[src/rtl/upravljac_mreze.sv]
// Sequencing controller: loads a serial 60-word sample into the network input,
// waits SMIRIVANJE cycles, captures scores. Optional counter: UPRAVLJAC_BROJAC_EN.
module upravljac_mreze #(
    parameter int N_ZNACAJKI = 60,
    parameter int SMIRIVANJE = 4
) (
    input  logic                    clk,
    input  logic                    rst,
    input  logic                    ulaz_valid,
    output logic                    ulaz_ready,
    input  logic [15:0]             ulaz_podatak,
    input  logic                    ulaz_zadnji,
    output logic [16*N_ZNACAJKI-1:0] uzorak,
    input  logic [15:0]             mreza_izlaz_1,
    input  logic [15:0]             mreza_izlaz_2,
    input  logic                    mreza_ind_1,
    input  logic                    mreza_ind_2,
    output logic                    rez_valid,
    input  logic                    rez_ready,
    output logic [15:0]             rez_izlaz_1,
    output logic [15:0]             rez_izlaz_2,
    output logic                    rez_ind_1,
    output logic                    rez_ind_2,
    output logic                    greska,
    output logic [15:0]             broj_uzoraka
);
    localparam int IW = (N_ZNACAJKI > 1) ? $clog2(N_ZNACAJKI) : 1;
    localparam int CW = (SMIRIVANJE > 1) ? $clog2(SMIRIVANJE) : 1;
    localparam logic [IW-1:0] ZADNJI_IDX = IW'(N_ZNACAJKI - 1);
    localparam logic [CW-1:0] ZADNJI_CNT = CW'(SMIRIVANJE - 1);

    typedef enum logic [1:0] {
        ST_PUNJENJE,
        ST_ODBACIVANJE,
        ST_SMIRIVANJE,
        ST_IZLAZ
    } stanje_t;

    stanje_t        stanje_q, stanje_d;
    logic [IW-1:0]  idx_q, idx_d;
    logic [CW-1:0]  cnt_q, cnt_d;
    logic           greska_q, greska_d;
    logic           prihvat, upis, hvat;
    logic [15:0]    uzorak_q [N_ZNACAJKI];

    always_comb begin
        stanje_d   = stanje_q;
        idx_d      = idx_q;
        cnt_d      = cnt_q;
        greska_d   = greska_q;
        upis       = 1'b0;
        hvat       = 1'b0;
        // ready is a pure state decode so it never combinationally follows valid
        ulaz_ready = (stanje_q == ST_PUNJENJE) || (stanje_q == ST_ODBACIVANJE);
        prihvat    = ulaz_valid && ulaz_ready;
        rez_valid  = (stanje_q == ST_IZLAZ);
        case (stanje_q)
            ST_PUNJENJE: if (prihvat) begin
                upis = 1'b1;
                if (ulaz_zadnji) begin
                    idx_d = '0;
                    if (idx_q == ZADNJI_IDX) begin
                        stanje_d = ST_SMIRIVANJE;
                        cnt_d    = '0;
                    end else begin
                        greska_d = 1'b1;
                    end
                end else if (idx_q == ZADNJI_IDX) begin
                    greska_d = 1'b1;
                    idx_d    = '0;
                    stanje_d = ST_ODBACIVANJE;
                end else begin
                    idx_d = idx_q + 1'b1;
                end
            end
            ST_ODBACIVANJE: if (prihvat && ulaz_zadnji) begin
                stanje_d = ST_PUNJENJE;
                idx_d    = '0;
            end
            ST_SMIRIVANJE: if (cnt_q == ZADNJI_CNT) begin
                hvat     = 1'b1;
                cnt_d    = '0;
                stanje_d = ST_IZLAZ;
            end else begin
                cnt_d = cnt_q + 1'b1;
            end
            ST_IZLAZ: if (rez_ready) stanje_d = ST_PUNJENJE;
            default: stanje_d = ST_PUNJENJE;
        endcase
    end

    always_ff @(posedge clk or posedge rst) begin
        if (rst) begin
            stanje_q    <= ST_PUNJENJE;
            idx_q       <= '0;
            cnt_q       <= '0;
            greska_q    <= 1'b0;
            rez_izlaz_1 <= '0;
            rez_izlaz_2 <= '0;
            rez_ind_1   <= 1'b0;
            rez_ind_2   <= 1'b0;
        end else begin
            stanje_q <= stanje_d;
            idx_q    <= idx_d;
            cnt_q    <= cnt_d;
            greska_q <= greska_d;
            if (hvat) begin
                rez_izlaz_1 <= mreza_izlaz_1;
                rez_izlaz_2 <= mreza_izlaz_2;
                rez_ind_1   <= mreza_ind_1;
                rez_ind_2   <= mreza_ind_2;
            end
        end
    end

    // One register slice per feature, written only when the index selects it
    for (genvar g = 0; g < N_ZNACAJKI; g++) begin : g_slice
        always_ff @(posedge clk or posedge rst) begin
            if (rst)
                uzorak_q[g] <= '0;
            else if (upis && idx_q == IW'(g))
                uzorak_q[g] <= ulaz_podatak;
        end
        assign uzorak[16*g +: 16] = uzorak_q[g];
    end

    assign greska = greska_q;

`ifdef UPRAVLJAC_BROJAC_EN
    logic [15:0] broj_q;
    always_ff @(posedge clk or posedge rst) begin
        if (rst)
            broj_q <= '0;
        else if (stanje_q == ST_IZLAZ && rez_ready)
            broj_q <= broj_q + 16'd1;
    end
    assign broj_uzoraka = broj_q;
`else
    assign broj_uzoraka = '0;
`endif
endmodule

[config.mk]
export PLATFORM = sky130hd
export DESIGN_NAME = upravljac_mreze
export DESIGN_NICKNAME = d
export VERILOG_FILES = /design/src/rtl/upravljac_mreze.sv
export SDC_FILE = /design/constraint.sdc
export NUM_CORES = 2
export LEC_CHECK = 0
export CAP_MARGIN = 20
export CORE_AREA = 5 5 412 414
export CTS_CLUSTER_SIZE = 40
export DETAILED_ROUTE_END_ITERATION = 8
export DIE_AREA = 0 0 417 419
export GPL_ROUTABILITY_DRIVEN = 0
export PLACE_DENSITY = 0.47
export SETUP_SLACK_MARGIN = 0.4
export SYNTH_ARGS = -nofsm -noshare
export SYNTH_HDL_FRONTEND = slang
export SYNTH_SLANG_ARGS = --single-unit
[constraint.sdc]
create_clock -name clk -period 57.1 [get_ports clk]
set_clock_uncertainty 0.1 [all_clocks]
set_input_delay 8.565 -clock clk [delete_from_list [all_inputs] [get_ports clk]]
set_output_delay 8.565 -clock clk [all_outputs]
set_load 0.1 [all_outputs]
==> run_results.csv <==
group,metric,value,unit
layout,final.fill_count,16443,
setup_path,cp-end-kind,"asynchronous set/reset pin",
setup_path,critPathRequiredTime,57.74,ns
placement,worst_slack_at_placement,42.80,ns
pwr,vdd.ir_drop.worst,0.0352,mV
setup_path,worstSetupPathType,"in -> async",
logic_synthesis,syn_area_per_cell,16.3,sq um
drt,drt_pre_antenna_iters,5,
clock_network,cts_buffers,116,
floorplanning,fp.dieW,417,um
drt,dr.first_iter.drc_count,987,
setup_path,crit_path_max_incr_delay,0.84,ns
run_status,run_status,"completed",
grt,first_global_vias,25935,
timing,timing_worst_slew_pin_value,1.14,ns
logic_synthesis,syn_area,38700,sq um
timing,timing.setup.tns,0,ns
timing,number_of_max_slew_violations_in_the_final_report,0,
clock_network,clock_insertion_delay_worst_skew,0.73,ns
setup_path,critical-path-slowest-cell,"sky130_fd_sc_hd__buf_4",
logic_synthesis,most_instantiated_flip_flop_cell_in_the_synthesis_netlist,"sky130_fd_sc_hd__dfrtp_1",
hold_path,worstHoldPathType,"reg -> reg",
logic_synthesis,synth-edff-count,0,
floorplanning,die-height,419,um
timing,timing.max_slew.rel_slack,23.6,%
clock_network,post_cts_hold_buffer_count,0,
setup_path,critical_path_arrival,13.62,ns
clock_network,cts_repair_resize_count,0,
setup_path,cp_cell_sequence,"clkdlybuf4s50_1, inv_8, buf_4, buf_4, buf_4, buf_4, buf_4",
floorplanning,num_io_pins,1068,
drt,antenna_left,0,
layout,multi_input_comb_area,12600,sq um
timing,finalHoldViolCount,0,
floorplanning,die-area,175000,sq um
setup_path,worstReg2RegEnd,"uzorak[580]",
logic_synthesis,netlist.area_leader.share,64.9,%
hold_path,worstHoldPathCells,1,
logic_synthesis,synth_sequential_area_ratio,64.9,%
logic_synthesis,yosys-top-cells-count,"sky130_fd_sc_hd__dfrtp_1, sky130_fd_sc_hd__mux2_2, sky130_fd_sc_hd__clkbuf_1, sky130_fd_sc_hd__buf_2, sky130_fd_sc_hd__buf_4",
drt,vias_per_cell,4.30,
layout,post_route_cells_drive_above_1_share,37.4,%
drt,finalWirelength,162000,um
clock_network,cts_post_setup_buffers_inserted,0,
job,drv.max_cap_violation_count,0,
logic_synthesis,synth.lib_cells_used.distinct,49,
drt,dr_wl_met3,8570,um
timing,finalSetupViolations,0,
floorplanning,start_util,23.4,%
setup_path,worst_r2r_startpoint,"idx_q[5]",
layout,area_growth,43.6,%
logic_synthesis,yosysWarningCount,0,
grt,overflow,0,
setup_path,setup.reg_to_reg.worst_slack,53.87,ns
drt,route.detailed.drc,0,
layout,final_net_count,3481,
drt,m1WireLength,61000,um
placement,port_buffers,1051,
drt,vias,24614,
timing,final.setup.worst_slack,44.12,ns
placement,dp_hpwl,112000,um
grt,initial_antenna_violation_count,11,
logic_synthesis,synth_cells,2370,
clock_network,master_cell_of_the_clock_root_buffer,"sky130_fd_sc_hd__clkbuf_16",
pwr,power.leakage,25.2,nW
clock_network,cts.sink_count,1005,
clock_network,cts_buffer_depth,3,
timing,finalCritPeriodShare,22.7,%
setup_path,critical_path_peak_fanout,98,
clock_network,clock_transition_at_path_regs,0.06,ns
drt,met2WireLength,86100,um
clock_network,h_tree_depth,3,
timing,max_clock_freq,0.0771,GHz
logic_synthesis,synth_top_cell_by_area,"sky130_fd_sc_hd__dfrtp_1",
grt,grt_pass1_wl,220000,um
grt,grt_usage,17.9,%
logic_synthesis,synthMostInstantiatedCell,"sky130_fd_sc_hd__dfrtp_1",
timing,final_period_minus_worst_setup_slack,12.98,ns
setup_path,critical-path-top-cell-by-count,"sky130_fd_sc_hd__buf_4",
clock_network,tritoncts,"yes",
timing,rsz0062_at_grt,"false",
grt,grt_max_degree,150,
drt,routedWlPerCell,28.3,um
drt,route.top_layer_used,"met4",
hold_path,timing.hold.worst_endpoint,"uzorak[32]",
logic_synthesis,synth_area_leaders,"sky130_fd_sc_hd__dfrtp_1, sky130_fd_sc_hd__mux2_2, sky130_fd_sc_hd__clkbuf_1",
layout,sequential_cell_area,25200,sq um
logic_synthesis,flop_and_latch_count_out_of_synthesis,1005,
pwr,power.density,47.9,nW/um^2
setup_path,r2r.worst_path.cells,3,
floorplanning,rows,150,
hold_path,hold_path.startpoint,"uzorak[32]",
floorplanning,core_region_area,166000,sq um
timing,fin_hold_ws,0.385,ns
setup_path,worst_setup_sp_type,"primary input",
logic_synthesis,asyncSetResetFlopFracSynth,100,%
==> cell usage in the layout, fill, tap and decap left out, types with 4 or more instances in the layout <==
cell                                 n
sky130_fd_sc_hd__buf_4              96
sky130_fd_sc_hd__inv_1               8
sky130_fd_sc_hd__nor2_1              5
sky130_fd_sc_hd__o21ai_0            10
sky130_fd_sc_hd__nor4_4             14
sky130_fd_sc_hd__dfrtp_1          1004
sky130_fd_sc_hd__nand3_1            12
sky130_fd_sc_hd__mux2_1              8
sky130_fd_sc_hd__mux2_2            976
sky130_fd_sc_hd__conb_1             16
sky130_fd_sc_hd__diode_2             4
sky130_fd_sc_hd__bufinv_16           5
sky130_fd_sc_hd__clkdlybuf4s50_1  1027
sky130_fd_sc_hd__clkinv_16           4
sky130_fd_sc_hd__mux2_4             10
sky130_fd_sc_hd__clkbuf_8           32
sky130_fd_sc_hd__clkinv_2           16
sky130_fd_sc_hd__nand4_1             7
sky130_fd_sc_hd__nand2b_1            8
sky130_fd_sc_hd__ha_1                5
sky130_fd_sc_hd__nor2b_1             9
sky130_fd_sc_hd__clkbuf_16         118
sky130_fd_sc_hd__clkbuf_1           29
sky130_fd_sc_hd__o211ai_1            4
sky130_fd_sc_hd__or4_1               8
sky130_fd_sc_hd__nor3_4             16
sky130_fd_sc_hd__nand2_1            16
sky130_fd_sc_hd__nor3_1              4
==> critical path, delay by kind of cell <==
kind,cells,cell delay (ns)
buffers and inverters,7,4.90
==> state kept, by name, summed over array words and instances, names as in the netlist <==
name,cells
rez_ind_2,1
idx_q,6
rez_ind_1,1
uzorak,960
cnt_q,2
rez_izlaz_2,16
greska,1
rez_izlaz_1,16
stanje_q,2
==> layer usage <==
metal	up-vias	GRT usage, %
met5	-	0
met3	225	4.13
met2	714	33.1
met4	0	6.60
li1	10449	-
met1	13226	19.9
==> final cells by class <==
class	instances	share of cell area (%)
multi-input combinational	1158	22.7
tap	2204	4.96
inverter	10	0.0810
clock buffer	179	6.30
sequential	1005	45.2
timing repair buffer	1130	20.0
clock inverter	33	0.749
antenna	4	0.0180
==> how the worst max path moves through the flow <==
stage / start / to / slack, ns / cells after the start
detailed placement: rst / uzorak[856] / 42.80 / 7
finish: rst / uzorak[716] / 44.12 / 7
floorplan: rst / cnt_q[0] / 20.16 / 1
global route: rst / uzorak[716] / 43.25 / 7
global placement: rst / uzorak[788] / 42.80 / 7
CTS: rst / uzorak[895] / 43.62 / 7
==> kinds of logic after synthesis <==
logic type,count (synthesis),share of synthesized area [%]
adders and majority gates,5,0.161
DFF,1005,64.9
AOI/OAI and AO/OA,24,0.417
other,1,0.00968
and+or+nand+nor,119,2.63
buffers and inverters,222,2.88
muxes,994,29.0
==> power by group <==
part	switching (mW)	internal (mW)	leakage (nW)
sequential	0.0497	0.802	13.4
clock	0.316	0.444	1.92
combinational	0.829	0.223	9.87
total	1.19	1.47	25.2
==> metrics by stage <==
stage	util (%)	instances	cell area, sq um	total power, mW
2_1_floorplan	-	2385	38800	1.64
3_3_place_gp	31.1	5503	51600	1.92
3_5_place_dp	31.1	5505	51700	1.93
4_1_cts	33.5	5717	55600	2.70
5_1_grt	33.5	5719	55600	2.75
6_report	33.5	5723	55600	2.66
Power figures use the tool's default switching activity.
